`src/rtl/axi_lite_pkg.sv`:
```
// Shared types and constants for the AXI4-Lite command master.
package axi_lite_pkg;

  typedef enum logic [1:0] {
    OKAY   = 2'b00,
    EXOKAY = 2'b01,
    SLVERR = 2'b10,
    DECERR = 2'b11
  } resp_e;

  typedef logic [2:0] mst_state_e;

  localparam mst_state_e MstIdle   = 3'd0;
  localparam mst_state_e MstWrReq  = 3'd1;
  localparam mst_state_e MstWrResp = 3'd2;
  localparam mst_state_e MstRdReq  = 3'd3;
  localparam mst_state_e MstRdResp = 3'd4;
  localparam mst_state_e MstRsp    = 3'd5;

  localparam logic [2:0] PROT_DEFAULT = 3'b000;

endpackage

```
`src/rtl/axi_lite_cmd_master.sv`:
```
// Single-outstanding AXI4-Lite master driven by the JTAG command decoder.
// Define AXI_LITE_CMD_MASTER_TIMEOUT_EN to abort stalled transactions after TIMEOUT_CYCLES.
module axi_lite_cmd_master
  import axi_lite_pkg::*;
#(
  parameter int unsigned AXI_ADDR_WIDTH = 32,
  parameter int unsigned AXI_DATA_WIDTH = 32,
  parameter int unsigned TIMEOUT_CYCLES = 1024
) (
  input  logic                          s_axi_aclk,
  input  logic                          s_axi_aresetn,
  input  logic                          cmd_valid,
  output logic                          cmd_ready,
  input  logic                          cmd_write,
  input  logic [AXI_ADDR_WIDTH-1:0]     cmd_addr,
  input  logic [AXI_DATA_WIDTH-1:0]     cmd_wdata,
  input  logic [AXI_DATA_WIDTH/8-1:0]   cmd_wstrb,
  output logic                          rsp_valid,
  input  logic                          rsp_ready,
  output logic [AXI_DATA_WIDTH-1:0]     rsp_rdata,
  output logic [1:0]                    rsp_resp,
  output logic                          rsp_timeout,
  output logic [AXI_ADDR_WIDTH-1:0]     m_axi_awaddr,
  output logic [2:0]                    m_axi_awprot,
  output logic                          m_axi_awvalid,
  input  logic                          m_axi_awready,
  output logic [AXI_DATA_WIDTH-1:0]     m_axi_wdata,
  output logic [AXI_DATA_WIDTH/8-1:0]   m_axi_wstrb,
  output logic                          m_axi_wvalid,
  input  logic                          m_axi_wready,
  input  logic [1:0]                    m_axi_bresp,
  input  logic                          m_axi_bvalid,
  output logic                          m_axi_bready,
  output logic [AXI_ADDR_WIDTH-1:0]     m_axi_araddr,
  output logic [2:0]                    m_axi_arprot,
  output logic                          m_axi_arvalid,
  input  logic                          m_axi_arready,
  input  logic [AXI_DATA_WIDTH-1:0]     m_axi_rdata,
  input  logic [1:0]                    m_axi_rresp,
  input  logic                          m_axi_rvalid,
  output logic                          m_axi_rready
);

  mst_state_e                  state_q, state_d;
  logic                        cmd_ready_q, cmd_ready_d;
  logic                        awvalid_q, awvalid_d, wvalid_q, wvalid_d, bready_q, bready_d;
  logic                        arvalid_q, arvalid_d, rready_q, rready_d;
  logic [AXI_ADDR_WIDTH-1:0]   addr_q, addr_d;
  logic [AXI_DATA_WIDTH-1:0]   wdata_q, wdata_d;
  logic [AXI_DATA_WIDTH/8-1:0] wstrb_q, wstrb_d;
  logic                        rsp_valid_q, rsp_valid_d, rsp_timeout_q, rsp_timeout_d;
  logic [AXI_DATA_WIDTH-1:0]   rsp_rdata_q, rsp_rdata_d;
  logic [1:0]                  rsp_resp_q, rsp_resp_d;
  logic                        busy, accept, tmo_hit;

  assign busy   = (state_q == MstWrReq) || (state_q == MstWrResp) ||
                  (state_q == MstRdReq) || (state_q == MstRdResp);
  assign accept = (state_q == MstIdle) && cmd_valid && cmd_ready_q;

`ifdef AXI_LITE_CMD_MASTER_TIMEOUT_EN
  localparam int unsigned CntW = $clog2(TIMEOUT_CYCLES + 1);
  logic [CntW-1:0] tmo_cnt_q, tmo_cnt_d;

  assign tmo_hit = busy && (tmo_cnt_q == CntW'(TIMEOUT_CYCLES - 1));

  always_comb begin
    tmo_cnt_d = tmo_cnt_q;
    if (accept)    tmo_cnt_d = '0;
    else if (busy) tmo_cnt_d = tmo_cnt_q + 1'b1;
  end

  always_ff @(posedge s_axi_aclk or negedge s_axi_aresetn) begin
    if (!s_axi_aresetn) tmo_cnt_q <= '0;
    else                tmo_cnt_q <= tmo_cnt_d;
  end
`else
  logic unused_timeout_cycles;
  assign unused_timeout_cycles = ^TIMEOUT_CYCLES;
  assign tmo_hit = 1'b0;
`endif

  always_comb begin
    state_d       = state_q;
    cmd_ready_d   = cmd_ready_q;
    awvalid_d     = awvalid_q;
    wvalid_d      = wvalid_q;
    bready_d      = bready_q;
    arvalid_d     = arvalid_q;
    rready_d      = rready_q;
    addr_d        = addr_q;
    wdata_d       = wdata_q;
    wstrb_d       = wstrb_q;
    rsp_valid_d   = rsp_valid_q;
    rsp_rdata_d   = rsp_rdata_q;
    rsp_resp_d    = rsp_resp_q;
    rsp_timeout_d = rsp_timeout_q;
    unique case (state_q)
      MstIdle: begin
        if (accept) begin
          cmd_ready_d = 1'b0;
          addr_d      = cmd_addr;
          wdata_d     = cmd_wdata;
          wstrb_d     = cmd_wstrb;
          if (cmd_write) begin
            awvalid_d = 1'b1;
            wvalid_d  = 1'b1;
            state_d   = MstWrReq;
          end else begin
            arvalid_d = 1'b1;
            state_d   = MstRdReq;
          end
        end
      end
      MstWrReq: begin
        // AW and W complete independently; bready waits for both.
        awvalid_d = awvalid_q & ~m_axi_awready;
        wvalid_d  = wvalid_q & ~m_axi_wready;
        if (!awvalid_d && !wvalid_d) begin
          bready_d = 1'b1;
          state_d  = MstWrResp;
        end
      end
      MstWrResp: begin
        if (m_axi_bvalid) begin
          bready_d      = 1'b0;
          rsp_resp_d    = m_axi_bresp;
          rsp_rdata_d   = '0;
          rsp_timeout_d = 1'b0;
          rsp_valid_d   = 1'b1;
          state_d       = MstRsp;
        end
      end
      MstRdReq: begin
        if (m_axi_arready) begin
          arvalid_d = 1'b0;
          rready_d  = 1'b1;
          state_d   = MstRdResp;
        end
      end
      MstRdResp: begin
        if (m_axi_rvalid) begin
          rready_d      = 1'b0;
          rsp_rdata_d   = m_axi_rdata;
          rsp_resp_d    = m_axi_rresp;
          rsp_timeout_d = 1'b0;
          rsp_valid_d   = 1'b1;
          state_d       = MstRsp;
        end
      end
      MstRsp: begin
        if (rsp_ready) begin
          rsp_valid_d = 1'b0;
          cmd_ready_d = 1'b1;
          state_d     = MstIdle;
        end
      end
      default: begin
        state_d     = MstIdle;
        cmd_ready_d = 1'b1;
      end
    endcase
    // Debug recovery: abandon the bus transaction, even with valids still raised.
    if (tmo_hit && (state_d != MstRsp)) begin
      awvalid_d     = 1'b0;
      wvalid_d      = 1'b0;
      bready_d      = 1'b0;
      arvalid_d     = 1'b0;
      rready_d      = 1'b0;
      rsp_resp_d    = SLVERR;
      rsp_rdata_d   = '0;
      rsp_timeout_d = 1'b1;
      rsp_valid_d   = 1'b1;
      state_d       = MstRsp;
    end
  end

  always_ff @(posedge s_axi_aclk or negedge s_axi_aresetn) begin
    if (!s_axi_aresetn) begin
      state_q       <= MstIdle;
      cmd_ready_q   <= 1'b1;
      awvalid_q     <= 1'b0;
      wvalid_q      <= 1'b0;
      bready_q      <= 1'b0;
      arvalid_q     <= 1'b0;
      rready_q      <= 1'b0;
      addr_q        <= '0;
      wdata_q       <= '0;
      wstrb_q       <= '0;
      rsp_valid_q   <= 1'b0;
      rsp_rdata_q   <= '0;
      rsp_resp_q    <= '0;
      rsp_timeout_q <= 1'b0;
    end else begin
      state_q       <= state_d;
      cmd_ready_q   <= cmd_ready_d;
      awvalid_q     <= awvalid_d;
      wvalid_q      <= wvalid_d;
      bready_q      <= bready_d;
      arvalid_q     <= arvalid_d;
      rready_q      <= rready_d;
      addr_q        <= addr_d;
      wdata_q       <= wdata_d;
      wstrb_q       <= wstrb_d;
      rsp_valid_q   <= rsp_valid_d;
      rsp_rdata_q   <= rsp_rdata_d;
      rsp_resp_q    <= rsp_resp_d;
      rsp_timeout_q <= rsp_timeout_d;
    end
  end

  assign cmd_ready     = cmd_ready_q;
  assign rsp_valid     = rsp_valid_q;
  assign rsp_rdata     = rsp_rdata_q;
  assign rsp_resp      = rsp_resp_q;
  assign rsp_timeout   = rsp_timeout_q;
  assign m_axi_awaddr  = addr_q;
  assign m_axi_awprot  = PROT_DEFAULT;
  assign m_axi_awvalid = awvalid_q;
  assign m_axi_wdata   = wdata_q;
  assign m_axi_wstrb   = wstrb_q;
  assign m_axi_wvalid  = wvalid_q;
  assign m_axi_bready  = bready_q;
  assign m_axi_araddr  = addr_q;
  assign m_axi_arprot  = PROT_DEFAULT;
  assign m_axi_arvalid = arvalid_q;
  assign m_axi_rready  = rready_q;

endmodule

```
`config.mk`:
```
export PLATFORM = sky130hd
export DESIGN_NAME = axi_lite_cmd_master
export DESIGN_NICKNAME = d
export VERILOG_FILES = /design/src/rtl/axi_lite_pkg.sv /design/src/rtl/axi_lite_cmd_master.sv
export SDC_FILE = /design/constraint.sdc
export NUM_CORES = 1
export LEC_CHECK = 0
export ABC_AREA = 1
export ABC_CLOCK_PERIOD_IN_PS = 1700
export BUFFER_PORTS_ARGS = -buffer_cell sky130_fd_sc_hd__buf_4
export CORE_ASPECT_RATIO = 0.7
export CORE_MARGIN = 5
export CORE_UTILIZATION = 40
export DETAILED_ROUTE_END_ITERATION = 8
export GPL_ROUTABILITY_DRIVEN = 0
export PLACE_DENSITY_LB_ADDON = 0.3
export SYNTH_ARGS = -nofsm -noshare
export SYNTH_HDL_FRONTEND = slang
export SYNTH_SLANG_ARGS = --single-unit
```
`constraint.sdc`:
```
create_clock -name s_axi_aclk -period 1.7 [get_ports s_axi_aclk]
set_input_delay 0.255 -clock s_axi_aclk [delete_from_list [all_inputs] [get_ports s_axi_aclk]]
set_output_delay 0.255 -clock s_axi_aclk [all_outputs]
set_load 0.05 [all_outputs]
```
-- Yosys cells after proc, flatten, opt, wreduce, memory -nomap -nowiden
Index checks and enable logic that the tools add are counted.
- bits of input ports: 114
- flip-flop bits (word level): 113
- reductions and logical operators: 22
- mux-type cells: 36
- bitwise gates (word level): 5
- equal/unequal tests: 13
- operator list (cell ; count):
    two-way mux 32 bit ; 2
    case mux 32 bit (2 select lines) ; 1
    two-way mux 3 bit ; 6
    case mux 3 bit (6 select lines) ; 1
    AND reduction 3 bit ; 5
    two-way mux 1 bit ; 14
    inequality test 2 bit (second input constant) ; 7
    case mux 1 bit (2 select lines) ; 6
    nonzero test 2 bit ; 5
    AND reduction 4 bit ; 2
    equality test 3 x 2 -> 1 bit (second input constant) ; 2
    equality test 3 bit (second input constant) ; 2
    two-way mux 2 bit ; 3
    case mux 1 bit (3 select lines) ; 2
    AND reduction 6 bit ; 1
    case mux 2 bit (2 select lines) ; 1
    OR reduction 4 bit ; 1
    equality test 3 x 1 -> 1 bit (second input constant) ; 1
    logical AND 1 bit ; 3
    logical NOT 3 bit ; 1
    NOT 1 bit ; 3
    nonzero test 3 bit ; 1
    AND 1 bit ; 2
    logical NOT 1 bit ; 2
    2 further kinds ; 2

-- Depth between registers and ports, before layout
Gate-level depths: netlist of run 1.
- word-level depth: 6
- gate-level depth with buffers: 9
- depth with buffers taken out: 9

-- Worst setup path before layout of run 1
No wires, ideal clock.
- path type: register to register
- from: register cmd_ready_q (netlist: cmd_ready)
- to: register addr_q[16] (netlist: m_axi_araddr[16])
- data arrival time: 1.447 ns
- setup slack: 0.134 ns
- cell stages (with the launch flop): 8
- period minus slack after synthesis: 1.566 ns
- library setup time: 0.119 ns
- cell sequence: dfstp_2 -> nand2_1 -> nor2_4 -> inv_2 -> buf_6 -> buf_2 -> nand2_1 -> nand2_1
- longest elaborated chain between the ends: 2
- ends and longest elaborated chain (item ; RTL line ; RTL):
    start: declaration ; axi_lite_cmd_master.sv:45 ; logic cmd_ready_q, cmd_ready_d;
    start signal: assignment ; axi_lite_cmd_master.sv:195 ; cmd_ready_q <= cmd_ready_d;
    logical AND 1 bit ; axi_lite_cmd_master.sv:58 ; assign accept = (state_q == MstIdle) && cmd_valid && cmd_ready_q;
    AND reduction 2 bit (no source line) ; -- ;
    end signal: assignment ; axi_lite_cmd_master.sv:201 ; addr_q <= addr_d;
    end: declaration ; axi_lite_cmd_master.sv:48 ; logic [AXI_ADDR_WIDTH-1:0] addr_q, addr_d;
Every way passes these cells.
A chain may end at the register's enable or synchronous reset.

-- Final worst setup path of run 1
- from: register state_q[0]
- to: register wdata_q[8] (netlist: m_axi_wdata[8])
- longest elaborated chain between the ends: 4
- ends and longest elaborated chain (item ; RTL line ; RTL):
    start: declaration ; axi_lite_cmd_master.sv:44 ; mst_state_e state_q, state_d;
    start signal: assignment ; axi_lite_cmd_master.sv:179 ; state_q <= MstIdle;
    start signal: assignment ; axi_lite_cmd_master.sv:194 ; state_q <= state_d;
    logical NOT 3 bit (*) ; axi_lite_cmd_master.sv:58, axi_lite_cmd_master.sv:97 ;
    logical AND 1 bit (2 in a row) ; axi_lite_cmd_master.sv:58 ;
    AND reduction 2 bit (no source line) (*) ; -- ;
    end signal: assignment ; axi_lite_cmd_master.sv:202 ; wdata_q <= wdata_d;
    end: declaration ; axi_lite_cmd_master.sv:49 ; logic [AXI_DATA_WIDTH-1:0] wdata_q, wdata_d;
Every way passes the cells marked *; elsewhere a longest branch is shown, timed or not.

==> results of run 1 <==
power by group:
| part | switching [mW] | internal (mW) |
|---|---|---|
| logic | 7.61 | 2.91 |
| registers | 0.827 | 3.84 |
| clock network | 0.933 | 1.19 |
| total | 9.37 | 7.94 |
repair_timing:
action / 4_1_cts / 5_1_grt
endpoints found under the hold margin: 27 / 0
resized for setup: 0 / 0
hold buffers: 1 / 0
flip-flops by register name, summed over array words and instances, names as in the netlist:
name           flops
m_axi_wstrb        4
m_axi_bready       1
rsp_rdata         32
cmd_ready          1
m_axi_rready       1
m_axi_awvalid      1
m_axi_wdata       32
m_axi_arvalid      1
rsp_resp           2
m_axi_wvalid       1
state_q            3
m_axi_araddr      32
rsp_valid          1
area by class of cell:
| cell class | instances | area, um^2 |
|---|---|---|
| multi-input cells | 377 | 1533 |
| clock inverters | 6 | 66.31 |
| inverters | 18 | 67.56 |
| flip-flops and latches | 112 | 2804 |
| repair buffers | 267 | 2082 |
| clock buffers | 10 | 239.0 |
| fillers | 1037 | 4738 |
| well taps | 157 | 196.4 |
through the flow:
step	utilization, %	total power [mW]	hold slack (ns)	instance area (um^2)
floorplan	-	12.25	-0.04059	4833
global placement	56.90	15.16	0.2187	6673
detailed placement	56.90	15.32	0.2171	6673
CTS	59.59	17.48	0.1064	6988
global route	59.59	18.27	0.1043	6988
finish	59.59	17.31	0.1161	6988
kinds of logic after synthesis:
group / synth area share (%)
buf+inv: 10.32
other cells: 0.07795
compound gates: 5.020
simple gates: 26.29
flops: 58.28
worst register-to-register path, stage by stage, from the launching register on:
cell and delay, ns:
dfrtp_1 0.47, nor2_4 0.21, nand2_2 0.13, nor2_4 0.15, buf_4 0.31, nand2_1 0.11
nand2_1 0.08
metal layers:
metal	part of all wire, %	vias to the layer above	routed length (um)	GRT usage (%)
met5	0	-	0	0
met4	1.2	0	159	4.021
met2	47	207	6490	29.93
li1	-	2122	-	-
met3	10	9	1415	7.315
met1	42	1926	5726	23.83
worst min path at each step:
stage,start,end,slack (ns)
2_1_floorplan,s_axi_aresetn,m_axi_araddr[0],-0.04
3_3_place_gp,s_axi_aresetn,m_axi_wvalid,0.22
3_5_place_dp,s_axi_aresetn,m_axi_wstrb[1],0.22
4_1_cts,cmd_addr[19],m_axi_araddr[19],0.11
5_1_grt,cmd_wdata[19],m_axi_wdata[19],0.10
6_report,cmd_wdata[22],m_axi_wdata[22],0.12
Yosys cell counts, drive strengths merged:
library cell / instances / area (um^2)
conb: 1 / 3.750
buf: 61 / 421.7
nand2: 303 / 1145
clkinv: 1 / 3.750
dfrtp: 111 / 2778
inv: 17 / 63.81
a21oi: 8 / 40.04
nor2: 14 / 67.56
nand3: 8 / 45.04
nand3b: 1 / 7.510
o21ai: 34 / 188.9
a31oi: 1 / 6.260
o22ai: 1 / 6.260
clkbuf: 2 / 7.510
dfstp: 1 / 26.28
cell usage in the layout (no fill, tap or decap), types with 2 or more instances in the layout:
cell type    n
dfrtp_1    111
nor2_1      12
clkbuf_16    9
nand2_2      3
clkinv_4     2
nor2_4       2
nand2_1    300
o21ai_0     24
inv_1       16
a21oi_1      8
o21ai_1      5
conb_1       7
o21ai_2      5
buf_4      260
nand3_1      7
clkinv_2     2
buf_12       6
==> results, run 1 <==
- The die is approximately 140 um wide.
- After synthesis, the mean cell area works out to 8.530 um^2.
- The first detailed-routing pass ran for 4 iterations.
- After clock tree synthesis, the setup repair step added 0 buffers.
- The total number of yosys warnings is 0.
- For the worst-skew pair, the clock arrives at the later sink with an insertion delay of roughly 0.34 ns.
- The worst-case clock skew is approximately 0.011 ns.
- The final critical path takes up between 80% and 90% of the cycle.
- The remaining global-route overflow is 0.
- The required time of the critical path is 1.97 ns.
- Counting every sink on the clock net gives about 110.
- Synthesis produced a netlist whose cell count is between 500 and 600.
- In this run the critical register-to-register path is captured at m_axi_wdata[8].
- The number of clock buffers inserted by TritonCTS is 9.
- The count of endpoints failing setup in the final report is 0.
- Across all layers, the routed design uses 4264 vias.
- The total number of cells along the worst setup path is 6.
- The number of routed nets with antenna violations is 0.
- The first global-routing pass estimated 21250 um of wire.
- The worst setup path endpoint is m_axi_wdata[8].
- The number of global-route vias before repair is around 4200.
- The pre-CTS setup slack is 0.1874 ns.
- Of the cells placed in the final design, the portion with a size suffix greater than 1 is roughly 37%.
- After floorplanning, the core was divided into 33 placement rows.
- The wire-length estimate of the detail-placed layout is roughly 11000 um.
- The routed wire length is ~14000 um.
- After detailed placement, the design holds a cell count of 930.
- Entering global routing, the biggest net connects 69 pins.
- The initial utilization of the core area, before any placement, comes to 41.03%.
- The initial antenna violation count is 0.
- The start of the worst register-to-register path is state_q[0].
- Setup slack on the critical path of the routed design comes to 0.1734 ns.
- The number of buffers and inverters on the critical path is 1.
- Along the worst path, the maximum fanout reaches 28.
- The fraction of the yosys area taken by sequential cells is slightly below 60%.
- Traced cell by cell, the critical path runs through nor2_4 -> nand2_2 -> nor2_4 -> buf_4 -> nand2_1 -> nand2_1.
- The launching instance or port of the critical path is state_q[0].
- The remaining routing DRC violations is 0.
- The max-cap check violation count is 0.
- The clock tree from TritonCTS is done.
- The core box area is around 12000 um^2.
- The signal arrival time at the worst endpoint is 1.80 ns.
- For this run, the slowest stage of the critical path takes 0.47 ns.
- The kind of start point of the critical path is a flop.
- The number of buffers on the longest clock path is 2.
- For flop-to-flop paths, the worst setup slack is 0.17 ns.
- The number of antenna diodes is 0.
- The summed instance area of the synthesized netlist is a little under 5000 um^2.
- The number of buffers added on ports is 254.
- The worst IR drop on VDD is roughly 0.0016 V.
- The average via count per standard cell is 4.503.
- The clock root buffer master is clkbuf_16.
- STA classifies the critical path endpoint as a flop.
- Leaving out filler cells and counting taps, the final layout contains 947.
- The total count of hold-check failures in the final report is 0.
- In the final timing run, aggregate negative setup slack is 0 ns.
- The final layout contains 899 nets.
- The worst register-to-register path has a depth of 6.
- Setup repair after global routing left no endpoint under its margin.
- The die covers 14360 um^2.
- The count of different cell masters after synthesis is 24.
- The total count of max-transition violations in the final report is 0.
- Counting instances, the worst hold path has a depth of 3.
- Clock-pin slew was measured on the worst setup and hold paths at 0.08 ns.
- The total number of H-tree levels is 3.
- The family with the most delay on the worst path is simple AND/OR/NAND/NOR gates.
- The growth of design area from synthesis to finish is 45.25%.
- The cell with the largest stage delay on the worst path is dfrtp_1.
- Dividing total power by cell area gives a power density of between 2000 and 2500 nW/um^2.
- The final critical path time including I/O delays and setup is about 1.5 ns.
- The fmax is between 0.6 and 0.7 GHz.
- The routed wirelength normalized by instance count is 14.56 um.
- The overall routing resource usage is between 10% and 20%.
- The y dimension of the die is around 100 um.
- The analysis attributes to cell leakage a power of 3.889 nW.
- The worst hold-check path type is in -> reg.
- The critical setup path kind is reg -> reg.
- The violation count after the first detailed-routing iteration is 195.
- The number of register bits inferred by synthesis is 112.
- The run finished with clean final reports.
- In this run the count of I/O pins placed on the die edge is 262.
No activity file was read; power rests on OpenSTA's default activity.
==> run 2, diff against run 1 <==
- CELL_PAD_IN_SITES_DETAIL_PLACEMENT: unset -> 1
- CELL_PAD_IN_SITES_GLOBAL_PLACEMENT: unset -> 1
- CORE_UTILIZATION: 40 -> 31
==> results, run 2 (synthesis gave the netlist of run 1 again) <==
- The worst hold-check path type is in -> reg.
- The number of antenna diodes is 0 (unchanged).
- The number of clock buffers inserted by TritonCTS is 9 (unchanged).
- The cell area power density came to 2492 nW/um^2 (+0.61%).
- Setup repair after global routing left no endpoint under its margin.
- The remaining routing DRC violations came to 0 (unchanged).
- The number of buffers inserted by post-CTS setup repair is 0 (unchanged).
- The max-cap check violation count came to 0 (unchanged).
- The total number of placement rows is 38 (+15%).
- The average via count per standard cell is 4.447 (-1.2%).
- The core box area is 15360 um^2 (+31%).
- The number of top-level pins was 262 (unchanged).
- The first-pass GRT wire length was 26280 um (+24%).
- The initial core utilization is 31.33% (-9.7 points).
- The total number of H-tree levels is 3 (unchanged).
- The register-to-register setup slack is 0.13 ns (-0.05 ns).
- The run finished with clean final reports.
- The detailed-route via count came to 4411 (+3.4%).
- The total count of hold-check failures in the final report is 0 (unchanged).
- The final HPWL from detailed placement is 12700 um (+18%).
- The cell sitting at the root of the clock tree is a clkbuf_16.
- The clock latency of the later-clocked register in the worst-skew pair is 0.35 ns (about the same).
- The worst-case clock skew is 0.006224 ns (-0.004782 ns).
- The number of iterations in the first detailed-routing pass was 4 (unchanged).
- The y dimension of the die is 114.2 um (+12%).
- Leaving out fill and tap cells, the most frequent cells in the layout are nand2_1, buf_4, dfrtp_1.
- The fmax came to 0.6358 GHz (-2.9%).
- The clock sink count is 112 (unchanged).
- The overall routing resource usage was 17.96% (-0.56 points).
- At the pin with the least slew margin, the transition time is around 0.50 ns.
- The routed wirelength normalized by instance count is 16.36 um (+12%).
- The non-filler instance count after layout is 992 (+4.8%).
- The number of routed nets with antenna violations is 0 (unchanged).
- The routed wire length came to 16230 um (+18%).
- The worst setup path is launched from a flop.
- The width of the die is 158.9 um (+13%).
- The setup total negative slack came to 0 ns (unchanged).
- The initial antenna violation count is 0 (unchanged).
- Compared with the post-synthesis result, the final layout area differs by 46.92%.
- TritonCTS built the clock tree.
- The number of buffers added on ports is 254 (unchanged).
- The number of buffers on the longest clock path came to 2 (unchanged).
- The clock slew seen by the registers of the worst setup and hold paths was 0.08 ns (about the same).
- The largest net degree at the start of global routing is 58 (-16%).
- The count of endpoints failing setup in the final report was 0 (unchanged).
- The required time of the critical path is 1.94 ns (-0.03 ns).
- The maximum fanout encountered on the critical timing path came to 7 (-75%).
- The fraction of final layout cells sized beyond drive strength 1 is 37.75% (+0.41 points).
- The most common cell after layout, fill and taps aside is nand2_1.
- The full die area was 18150 um^2 (+26%).
- The critical setup path kind is reg -> reg.
- The worst slew margin relative to its limit is around 67%.
- The violation count after the first detailed-routing iteration is 202 (+3.6%).
- The reported leakage power is 3.890 nW (about the same).
- The worst IR drop on VDD is 0.001097 V (-31%).
- The net total in the final layout is 901 (+0.22%).
- The remaining global-route overflow was 0 (unchanged).
- The final critical path time including I/O delays and setup was 1.573 ns (+0.04611 ns).
- The worst setup path is captured at a flop.
- The portion of the clock cycle consumed by the worst path in the final layout is 92.51% (+2.7 points).
- The number of global-route vias before repair came to 4827 (+16%).
- The signal arrival time at the worst endpoint was 1.81 ns (about the same).
- The count of placed standard cells including taps is 975 (+4.8%).
- The total count of max-transition violations in the final report is 0 (unchanged).
[run 2: cell count changes in the layout (fill, tap and decap cells not counted), moves of 2 or more]
cell / before / now
clkinvlp_4: 0 / 2
buf_12: 6 / 4
clkinv_2: 2 / 0
buf_6: 0 / 3
[run 2: through the flow]
step           util, %  hold WS, ns  setup slack, ns  cell area, um^2  total power, mW
5_1_grt          46.02      0.08718         0.001215             7068            18.62
3_3_place_gp     43.73       0.2619           0.1722             6716            15.13
2_1_floorplan        -     -0.04059           0.1335             4833            12.25
3_5_place_dp     43.73       0.2620          0.04998             6716            15.43
4_1_cts          45.93      0.08524          0.04288             7053            17.82
6_report         46.02       0.1029           0.1273             7068            17.61
[run 2: critical path: stages (launching register included)]
cell     delay (ns)
dfrtp_1        0.49
inv_1          0.15
nand3_1        0.24
nand2_1        0.11
nor2_2         0.21
nand2_1        0.11
nand2_1        0.10
nand2_1        0.06
[run 2: what timing repair did]
item                                   in CTS  in global routing
endpoints found under the hold margin      27                  0
hold buffers                                1                  0
resized for setup                           0                  5
setup endpoints to repair                   0                 50
[run 2: final cells by class]
cell class | instances | area (um^2)
clock buffer | 9 | 225.2
inverter | 18 | 67.56
tap | 200 | 250.2
timing repair buffer | 269 | 2083
fill | 1827 | 8289
clock inverter | 7 | 101.3
multi-input combinational | 377 | 1535
sequential | 112 | 2805
[run 2: where the power goes]
part           switching, mW  total, mW  internal (mW)
clock network           1.02       2.33           1.31
registers              0.855       4.69           3.84
logic                   7.74       10.6           2.86
[run 2: worst paths after layout]
kind / startpoint / end / cells past startpoint
worst max-delay path: state_q[2] / state_q[1] / 7
worst min-delay path: cmd_wstrb[3] / m_axi_wstrb[3] / 3
worst max register to register: state_q[2] / state_q[1] / 7
worst min register to register: m_axi_wdata[24] / m_axi_wdata[24] / 2
max in group asynchronous: s_axi_aresetn / rsp_rdata[8] / 3
min in group asynchronous: s_axi_aresetn / rsp_rdata[30] / 2
[run 2: per-layer routing]
metal	part of all wire (%)	track usage, %	wire length (um)	vias up
met5	0	0	0	-
met3	10	8.276	1672	16
met4	1.4	4.148	225	0
li1	-	-	-	2128
met2	48	30.06	7720	175
met1	41	21.35	6610	2092
